**src/rtl/fir_mac_datapath.sv**
```systemverilog
// Serial single-multiplier FIR datapath: coefficient store, sample delay line,
// one MAC per cycle over the active taps, Q1.15 saturated registered result.
module fir_mac_datapath #(
    parameter int MAX_TAPS = 16,
    parameter int ACC_W    = 40
) (
    input  logic        clk,
    input  logic        rstn,
    input  logic [31:0] tap_count,
    input  logic [31:0] coeff_data,
    input  logic        coeff_data_valid,
    input  logic [31:0] x_data,
    input  logic        x_data_valid,
    input  logic        compute,
    output logic        coefficient_loading_complete,
    output logic        output_data_valid,
    output logic [31:0] output_data,
    output logic        overrun
);
    localparam int IDX_W = $clog2(MAX_TAPS);
    localparam int CNT_W = IDX_W + 1;
    localparam int SH_W  = ACC_W - 15;
    localparam logic signed [SH_W-1:0] SAT_MAX = SH_W'(32767);
    localparam logic signed [SH_W-1:0] SAT_MIN = SH_W'(-32768);

    typedef enum logic [1:0] {IDLE, MAC, OUT} state_t;

    state_t                  state_reg, state_next;
    logic [CNT_W-1:0]        n_eff;
    logic [CNT_W-1:0]        wr_ptr_reg;
    logic                    complete_reg;
    logic signed [15:0]      coeff_tap [MAX_TAPS];
    logic signed [15:0]      delay_tap [MAX_TAPS];
    logic signed [ACC_W-1:0] acc_reg;
    logic [IDX_W-1:0]        idx_reg;
    logic [31:0]             out_data_reg;
    logic                    out_valid_reg;
    logic                    overrun_reg;

    logic                    reload, coeff_wr, accept, mac_step, out_step, mac_last;
    logic signed [31:0]      product;
    logic signed [SH_W-1:0]  shifted;
    logic [15:0]             sat_val;
    logic                    unused_upper;

    assign unused_upper = ^{coeff_data[31:16], x_data[31:16]};

    always_comb begin
        if (tap_count == 32'd0)
            n_eff = CNT_W'(1);
        else if (tap_count > 32'(MAX_TAPS))
            n_eff = CNT_W'(MAX_TAPS);
        else
            n_eff = tap_count[CNT_W-1:0];
    end

    // ">=" rather than "==" so a tap count shrinking mid-MAC still terminates
    assign mac_last = ({1'b0, idx_reg} >= (n_eff - CNT_W'(1)));

    always_ff @(posedge clk) begin
        if (!rstn)
            state_reg <= IDLE;
        else
            state_reg <= state_next;
    end

    always_comb begin
        state_next = state_reg;
        case (state_reg)
            IDLE: if (x_data_valid && compute && complete_reg && !coeff_data_valid)
                      state_next = MAC;
            MAC:  if (!compute)
                      state_next = IDLE;
                  else if (mac_last)
                      state_next = OUT;
            OUT:  state_next = IDLE;
            default: state_next = IDLE;
        endcase
    end

    always_comb begin
        reload   = 1'b0;
        coeff_wr = 1'b0;
        accept   = 1'b0;
        mac_step = 1'b0;
        out_step = 1'b0;
        case (state_reg)
            IDLE: begin
                // a coefficient reload takes priority over a simultaneous sample
                reload   = coeff_data_valid && complete_reg;
                coeff_wr = coeff_data_valid && !complete_reg && (wr_ptr_reg < n_eff);
                accept   = x_data_valid && compute && complete_reg && !coeff_data_valid;
            end
            MAC:     mac_step = compute;
            OUT:     out_step = 1'b1;
            default: ;
        endcase
    end

    always_ff @(posedge clk) begin
        if (!rstn) begin
            wr_ptr_reg   <= '0;
            complete_reg <= 1'b0;
        end else if (reload) begin
            wr_ptr_reg   <= CNT_W'(1);
            complete_reg <= 1'b0;
        end else begin
            if (coeff_wr)
                wr_ptr_reg <= wr_ptr_reg + CNT_W'(1);
            complete_reg <= (wr_ptr_reg >= n_eff);
        end
    end

    genvar gi;
    generate
        for (gi = 0; gi < MAX_TAPS; gi++) begin : g_tap
            logic signed [15:0] coeff_reg;
            logic signed [15:0] delay_reg;
            logic               coeff_we;

            assign coeff_we = (reload && (gi == 0)) || (coeff_wr && (wr_ptr_reg == CNT_W'(gi)));

            always_ff @(posedge clk) begin
                if (!rstn)
                    coeff_reg <= '0;
                else if (coeff_we)
                    coeff_reg <= coeff_data[15:0];
            end

            if (gi == 0) begin : g_head
                always_ff @(posedge clk) begin
                    if (!rstn || reload)
                        delay_reg <= '0;
                    else if (accept)
                        delay_reg <= x_data[15:0];
                end
            end else begin : g_shift
                always_ff @(posedge clk) begin
                    if (!rstn || reload)
                        delay_reg <= '0;
                    else if (accept)
                        delay_reg <= delay_tap[gi-1];
                end
            end

            assign coeff_tap[gi] = coeff_reg;
            assign delay_tap[gi] = delay_reg;
        end
    endgenerate

    assign product = coeff_tap[idx_reg] * delay_tap[idx_reg];

    always_ff @(posedge clk) begin
        if (!rstn || accept) begin
            acc_reg <= '0;
            idx_reg <= '0;
        end else if (mac_step) begin
            acc_reg <= acc_reg + {{(ACC_W-32){product[31]}}, product};
            idx_reg <= idx_reg + IDX_W'(1);
        end
    end

    assign shifted = acc_reg[ACC_W-1:15];

    always_comb begin
        if (shifted > SAT_MAX)
            sat_val = 16'h7FFF;
        else if (shifted < SAT_MIN)
            sat_val = 16'h8000;
        else
            sat_val = shifted[15:0];
    end

    always_ff @(posedge clk) begin
        if (!rstn) begin
            out_data_reg  <= '0;
            out_valid_reg <= 1'b0;
            overrun_reg   <= 1'b0;
        end else begin
            out_valid_reg <= out_step;
            if (out_step)
                out_data_reg <= {{16{sat_val[15]}}, sat_val};
            if (x_data_valid && (state_reg != IDLE))
                overrun_reg <= 1'b1;
        end
    end

    assign coefficient_loading_complete = complete_reg;
    assign output_data_valid            = out_valid_reg;
    assign output_data                  = out_data_reg;
    assign overrun                      = overrun_reg;
endmodule

```
**config.mk**
```make
export PLATFORM = sky130hd
export DESIGN_NAME = fir_mac_datapath
export DESIGN_NICKNAME = d
export VERILOG_FILES = /design/src/rtl/fir_mac_datapath.sv
export SDC_FILE = /design/constraint.sdc
export NUM_CORES = 2
export LEC_CHECK = 0
export ABC_AREA = 1
export CAP_MARGIN = 25
export CORE_ASPECT_RATIO = 0.9
export CORE_UTILIZATION = 60
export CTS_CLUSTER_SIZE = 12
export DETAILED_ROUTE_END_ITERATION = 8
export GPL_TIMING_DRIVEN = 1
export PLACE_DENSITY = 0.78
export SYNTH_ARGS = -nofsm -noshare
export SYNTH_HDL_FRONTEND = slang
export SYNTH_SLANG_ARGS = --single-unit
export TNS_END_PERCENT = 100
```
**constraint.sdc**
```tcl
create_clock -name clk -period 18.7 [get_ports clk]
set_clock_uncertainty 0.15 [all_clocks]
set_input_delay 2.805 -clock clk [delete_from_list [all_inputs] [get_ports clk]]
set_output_delay 2.805 -clock clk [all_outputs]
set_load 0.02 [all_outputs]
```
# Word level (Yosys, flattened, before mapping)
# Index checks and enable logic that the tools add are counted.
[word_totals] regBits=582 output_inout_bits=35 wordCells=131
[op_classes] add_sub_neg=4 n_mul=1 n_lt_le_gt_ge=7 eq_ne=19 muxes=21 bitwise_logic=2 n_reduce_logical=36
[op_table] op="16-bit binary-select mux with 4-bit select" count=2
[op_table] op="16-bit 2-to-1 mux" count=6
[op_table] op="40-bit adder" count=1
[op_table] op="5-bit by 4-bit equality test with 1-bit output, second input constant" count=8
[op_table] op="32-bit by 5-bit greater-than comparator with 1-bit output, second input constant" count=1
[op_table] op="32-bit zero test" count=1
[op_table] op="16-bit by 16-bit multiplier with 32-bit output" count=1
[op_table] op="25-bit by 16-bit greater-than comparator with 1-bit output, second input constant" count=1
[op_table] op="25-bit by 16-bit less-than comparator with 1-bit output, second input constant" count=1
[op_table] op="1-bit logical AND" count=23
[op_table] op="5-bit by 3-bit equality test with 1-bit output, second input constant" count=4
[op_table] op="5-bit by 2-bit equality test with 1-bit output, second input constant" count=2
[op_table] op="5-bit 2-to-1 mux" count=2
[op_table] op="1-bit 2-to-1 mux" count=7
[op_table] op="2-bit 2-to-1 mux" count=3
[op_table] op="5-bit by 1-bit adder with 5-bit output, second input constant" count=1
[op_table] op="5-bit by 1-bit equality test with 1-bit output, second input constant" count=1
[op_table] op="4-bit by 5-bit greater-or-equal comparator with 1-bit output" count=1
[op_table] op="5-bit greater-or-equal comparator" count=1
[op_table] op="5-bit greater-or-equal comparator, second input constant" count=1
[op_table] op="5-bit zero test" count=1
[op_table] op="5-bit less-than comparator" count=1
[op_table] op="4-bit inverter with 5-bit output" count=1
[op_table] op="5-bit by 1-bit subtractor with 5-bit output, second input constant" count=1
[op_table] op="other kinds (13)" count=18

# Longest topological paths before layout
[logic_depth] word_depth=8 ltp_mapped=52 ltp_nobuf=48

# Least setup slack after synthesis
# OpenSTA, ideal clock, no wires.
[synth_path] path_type="register to register" start="reg idx_reg[0]" end="reg acc_reg[36]" setup_time_ns=0.109 t_arrival_ns=7.842 t_required_ns=18.441 path_slack_ns=10.599 path_stages_with_launch=40 path_buffers=4 cell_sequence="dfxtp_1 > buf_4 > buf_4 > clkbuf_1 > nor2_1 > o221ai_1 > nand3_1 > nand2_1 > buf_4 > nand2_1 > fa_1 > inv_1 > fa_1 > fa_1 > fa_1 > fa_1 > inv_1 > fa_1 > (+4 left out) > a21oi_1 > nand2_1 > nand2_1 > nand2_1 > nor2_1 > nand2_1 > nand2_1 > inv_1 > ha_1 > nand2_1 > nor2_1 > inv_1 > nor4_1 > o21ai_0 > nand4_1 > nand3_1 > nand2_1 > inv_1"
[synth_via] elab_chain_cells=6 word_cells_on_any_way=9 classes_between="1 x add/sub; 1 x mul; 6 x mux; 1 x bitwise"
[synth_lines] item="from (decl)" line_no="35" text="logic [IDX_W-1:0] idx_reg;"
[synth_lines] item="from (signal assigned)" line_no="159" text="idx_reg <= idx_reg + IDX_W'(1);"
[synth_lines] item="4-bit inverter with 5-bit output (not written as such) *" line_no="151" text="assign product = coeff_tap[idx_reg] * delay_tap[idx_reg];"
[synth_lines] item="16-bit binary-select mux with 4-bit select" line_no="151"
[synth_lines] item="16-bit 2-to-1 mux (not written as such) (2 in series)" line_no="151"
[synth_lines] item="16-bit by 16-bit multiplier with 32-bit output *" line_no="151"
[synth_lines] item="40-bit adder *" line_no="158" text="acc_reg <= acc_reg + {{(ACC_W-32){product[31]}}, product};"
[synth_lines] item="to (signal assigned)" line_no="158"
[synth_lines] item="to (decl)" line_no="34" text="logic signed [ACC_W-1:0] acc_reg;"
# Every way passes the cells marked *; elsewhere a longest branch is shown, timed or not. The select of a mux whose other input is x is not followed.
# A chain may end at the register's enable or synchronous reset.

# Worst setup path after layout
[layout_path] start="reg idx_reg[0]" end="reg acc_reg[39]"
# Same word-level chain as after synthesis.

==> results.sh <==
export IMPL_status="finished clean"
export IMPL_fin_setup_tns_ns=0
export IMPL_numClockSinks=582
export IMPL_critPathBufInv=11
export IMPL_rsz0062_at_grt="no"
export IMPL_seq_area_mm2=0.0117
export IMPL_postCtsSetupBuffers=0
export IMPL_p_int_mw=2.14
export IMPL_cts_root_buffer="clkbuf_16"
export IMPL_dpl_hpwl_um=66400
export IMPL_switching_share_pct=31.1
export IMPL_worst_path_max_delay_cell="buf_4"
export IMPL_cp_common_cell="inv_1"
export IMPL_yosys_register_bits=582
export IMPL_setup_violations_final=0
export IMPL_first_pass_iters=6
export IMPL_start_kind="flop"
export IMPL_finalNonFillerCells=6062
export IMPL_ys_seq_area_share_pct=30.4
export IMPL_sequentialPowerShare_pct=42.7
export IMPL_coreArea_mm2=0.0629
export IMPL_fin_nets=5684
export IMPL_vias=34300
export IMPL_area_delta_synth_final_pct=7.05
export IMPL_p_clk_share_pct=37.6
export IMPL_wl_per_cell_um=16.7
export IMPL_leakage_nw=18.9
export IMPL_drv_cap=0
export IMPL_row_count=87
export IMPL_dp_cells=5960
export IMPL_synth_cell_types=52
export IMPL_h_tree_depth=2
export IMPL_track_usage_pct=31.5
export IMPL_fin_hold_ws_ns=0.303
export IMPL_io_pins=136
export IMPL_utilization_pct=65.1
export IMPL_clk_pin_slew_worst_paths_ns=0.06
export IMPL_crit_family="adder cells"
export IMPL_cp_max_fo=94
export IMPL_clk_latency_ns=0.64
export IMPL_cts_buffers=61
export IMPL_fin_crit_ns=11.59
export IMPL_avgSynthCellArea_um2=7.18
export IMPL_gp_congestion=0.974
export IMPL_cts_hold_buf=0
export IMPL_route_antenna_remaining_nets=0
export IMPL_p_sw_uw=968
export IMPL_syn_nets=5837
export IMPL_syn_cell_area_mm2=0.0383
export IMPL_drc=0
export IMPL_start_util_pct=60.8
export IMPL_grt_first_pass_wirelength_um=167000
export IMPL_drt_total_wl_um=101000
export IMPL_dieWidth_um=268
export IMPL_grt_pass1_vias=32400
export IMPL_critPathArrivalTime_ns=11.98
export IMPL_drt_initial_drc_count=3663
export IMPL_fmax_mhz=86.3
export IMPL_drive_above_1_share_pct=3.13
export IMPL_top_usage_layer="met2"
export IMPL_cts_resized=0
export IMPL_multiInputGateArea_mm2=0.0223
export IMPL_met2_usage_pct=49.8
export IMPL_grt_met3_usage_pct=5.03
export IMPL_overflow=0
export IMPL_die_h_um=242
export IMPL_io_buffers=103
export IMPL_relSlewSlack_pct=31.1
export IMPL_cts_tree="yes"
export IMPL_powerDensity_mw_per_mm2=75.8
export IMPL_cp_slowest_stage_delay_ns=0.84
export IMPL_grt_antenna_before_repair=2
export IMPL_syn_instance_count=5332
export IMPL_ir_drop_v=0.0000717
export IMPL_fillers=5622
export IMPL_path_class="reg -> reg"
export IMPL_fp_dieArea_mm2=0.0648
export IMPL_combPwrFrac_pct=19.7
export IMPL_finalHoldViolCount=0
export IMPL_cts_buffer_depth=3
export IMPL_critPathCaptureType="flop"
export IMPL_fin_crit_sh_pct=62.0
export IMPL_worst_ep_required_time_ns=19.10
export IMPL_use_met1_pct=44.4
export IMPL_grt_max_degree=259
export IMPL_tightest_slew_ns=1.03
export IMPL_timing_final_max_slew_violations=0
export IMPL_synth_warnings=0
export IMPL_hold_path_class="reg -> reg"
export IMPL_vias_per_cell=5.65
==> cell families (layout without fill, tap and decap cells) <==
kind of cell             after synthesis  in the layout  share of synthesized area (%)
AND/OR/NAND/NOR                     1791           1791                           18.7
AO/OA/AOI/OAI                       1438           1438                           20.2
buffers and inverters               1076            960                           11.4
flip-flops                           582            582                           30.4
adder cells (fa/ha/maj)              404            404                           18.4
XOR/XNOR                              41             41                          0.938
other                                  0              1                              0
==> worst paths after layout <==
path / endpoint / cells after the start / startpoint / slack [ns]
worst max-delay path: acc_reg[39] / 40 / idx_reg[0] / 7.11
worst min-delay path: g_tap[15].coeff_reg[1] / 2 / g_tap[15].coeff_reg[1] / 0.30
worst max register to register: acc_reg[39] / 40 / idx_reg[0] / 7.11
worst min register to register: g_tap[15].coeff_reg[1] / 2 / g_tap[15].coeff_reg[1] / 0.30
==> through the flow <==
stage | cell area, um^2 | setup WS [ns] | total power [mW]
4_1_cts | 41000 | 7.29 | 3.11
3_3_place_gp | 39000 | 7.38 | 1.94
3_5_place_dp | 39100 | 7.32 | 1.95
6_report | 41000 | 7.11 | 3.11
2_1_floorplan | 38300 | 10.60 | 1.77
5_1_grt | 41000 | 6.43 | 3.25
==> layer usage <==
metal / vias up / wire [um]
met5: - / 13
met4: 2 / 2270
met3: 182 / 8630
met2: 1282 / 45900
met1: 16000 / 44500
li1: 16800 / -
==> final cells by class <==
type | count | area share, %
Clock inverter | 13 | 0.318
Timing Repair Buffer | 133 | 3.18
Inverter | 727 | 6.70
Sequential cell | 582 | 28.5
Antenna cell | 1 | 0.00611
Multi-Input combinational cell | 3674 | 54.5
Tap cell | 845 | 2.58
Clock buffer | 87 | 4.31
==> power groups by stage <==
| stage | registers (mW) | logic [mW] | clock network [mW] |
|---|---|---|---|
| floorplan | 1.35 | 0.428 | 0 |
| global placement | 1.35 | 0.585 | 0 |
| detailed placement | 1.35 | 0.598 | 0 |
| CTS | 1.33 | 0.605 | 1.18 |
| global route | 1.33 | 0.680 | 1.23 |
| finish | 1.33 | 0.612 | 1.17 |
==> layout by cell type, fill, tap and decap left out, types with 12 or more instances in the layout <==
cell,synthesis,layout
a21oi_1,412,412
buf_4,50,26
clkbuf_1,204,13
clkbuf_16,0,62
clkbuf_8,0,12
clkdlybuf4s50_1,0,102
dfxtp_1,582,579
fa_1,263,263
ha_1,141,141
inv_1,721,720
nand2_1,655,654
nand3_1,145,144
nand4_1,14,14
nor2_1,923,922
nor3_1,15,15
o211ai_1,37,37
o21ai_0,815,815
o21ai_1,19,19
o21bai_1,15,15
o221ai_1,80,80
o22ai_1,24,24
xnor2_1,13,13
xor2_1,28,28
==> worst reg2reg max path: cells and delay by family (launching register included) <==
kind | cells | cell delay (ns)
adders and majority gates | 8 | 3.94
buffers and inverters | 11 | 2.66
and+or+nand+nor | 12 | 2.50
AOI/OAI and AO/OA | 8 | 1.56
DFF | 1 | 0.53
xor gates and xnor gates | 1 | 0.22
==> cells in the mapped netlist, drive strengths merged <==
| master | count | area, um^2 |
|---|---|---|
| a211oi | 1 | 7.51 |
| o22ai | 24 | 150 |
| o21a | 3 | 22.5 |
| nand3b | 1 | 7.51 |
| a21boi | 5 | 37.5 |
| nand2 | 669 | 2560 |
| a21o | 9 | 67.6 |
| nor4 | 3 | 18.8 |
| dfxtp | 582 | 11700 |
| a31o | 1 | 8.76 |
| o21ai | 836 | 4190 |
| inv | 725 | 2720 |
| nor3 | 16 | 85.1 |
| nor3b | 3 | 27.5 |
| o211ai | 37 | 278 |
| o21bai | 15 | 113 |
| o221ai | 80 | 701 |
| a21oi | 412 | 2060 |
| ha | 141 | 1760 |
| o221a | 1 | 11.3 |
| xor2 | 28 | 245 |
| nor2 | 935 | 3600 |
| xnor2 | 13 | 114 |
| a41oi | 1 | 8.76 |
| nand4 | 14 | 87.6 |
| a31oi | 10 | 62.6 |
| o41ai | 1 | 8.76 |
| nand3 | 145 | 726 |
| o211a | 1 | 10.0 |
| and3 | 3 | 18.8 |
| or2 | 1 | 6.26 |
| buf | 142 | 840 |
| fa | 263 | 5270 |
| and2 | 1 | 6.26 |
| clkbuf | 207 | 781 |
| clkinv | 2 | 7.51 |
| o31ai | 1 | 7.51 |
(Power assumes the default switching activity.)
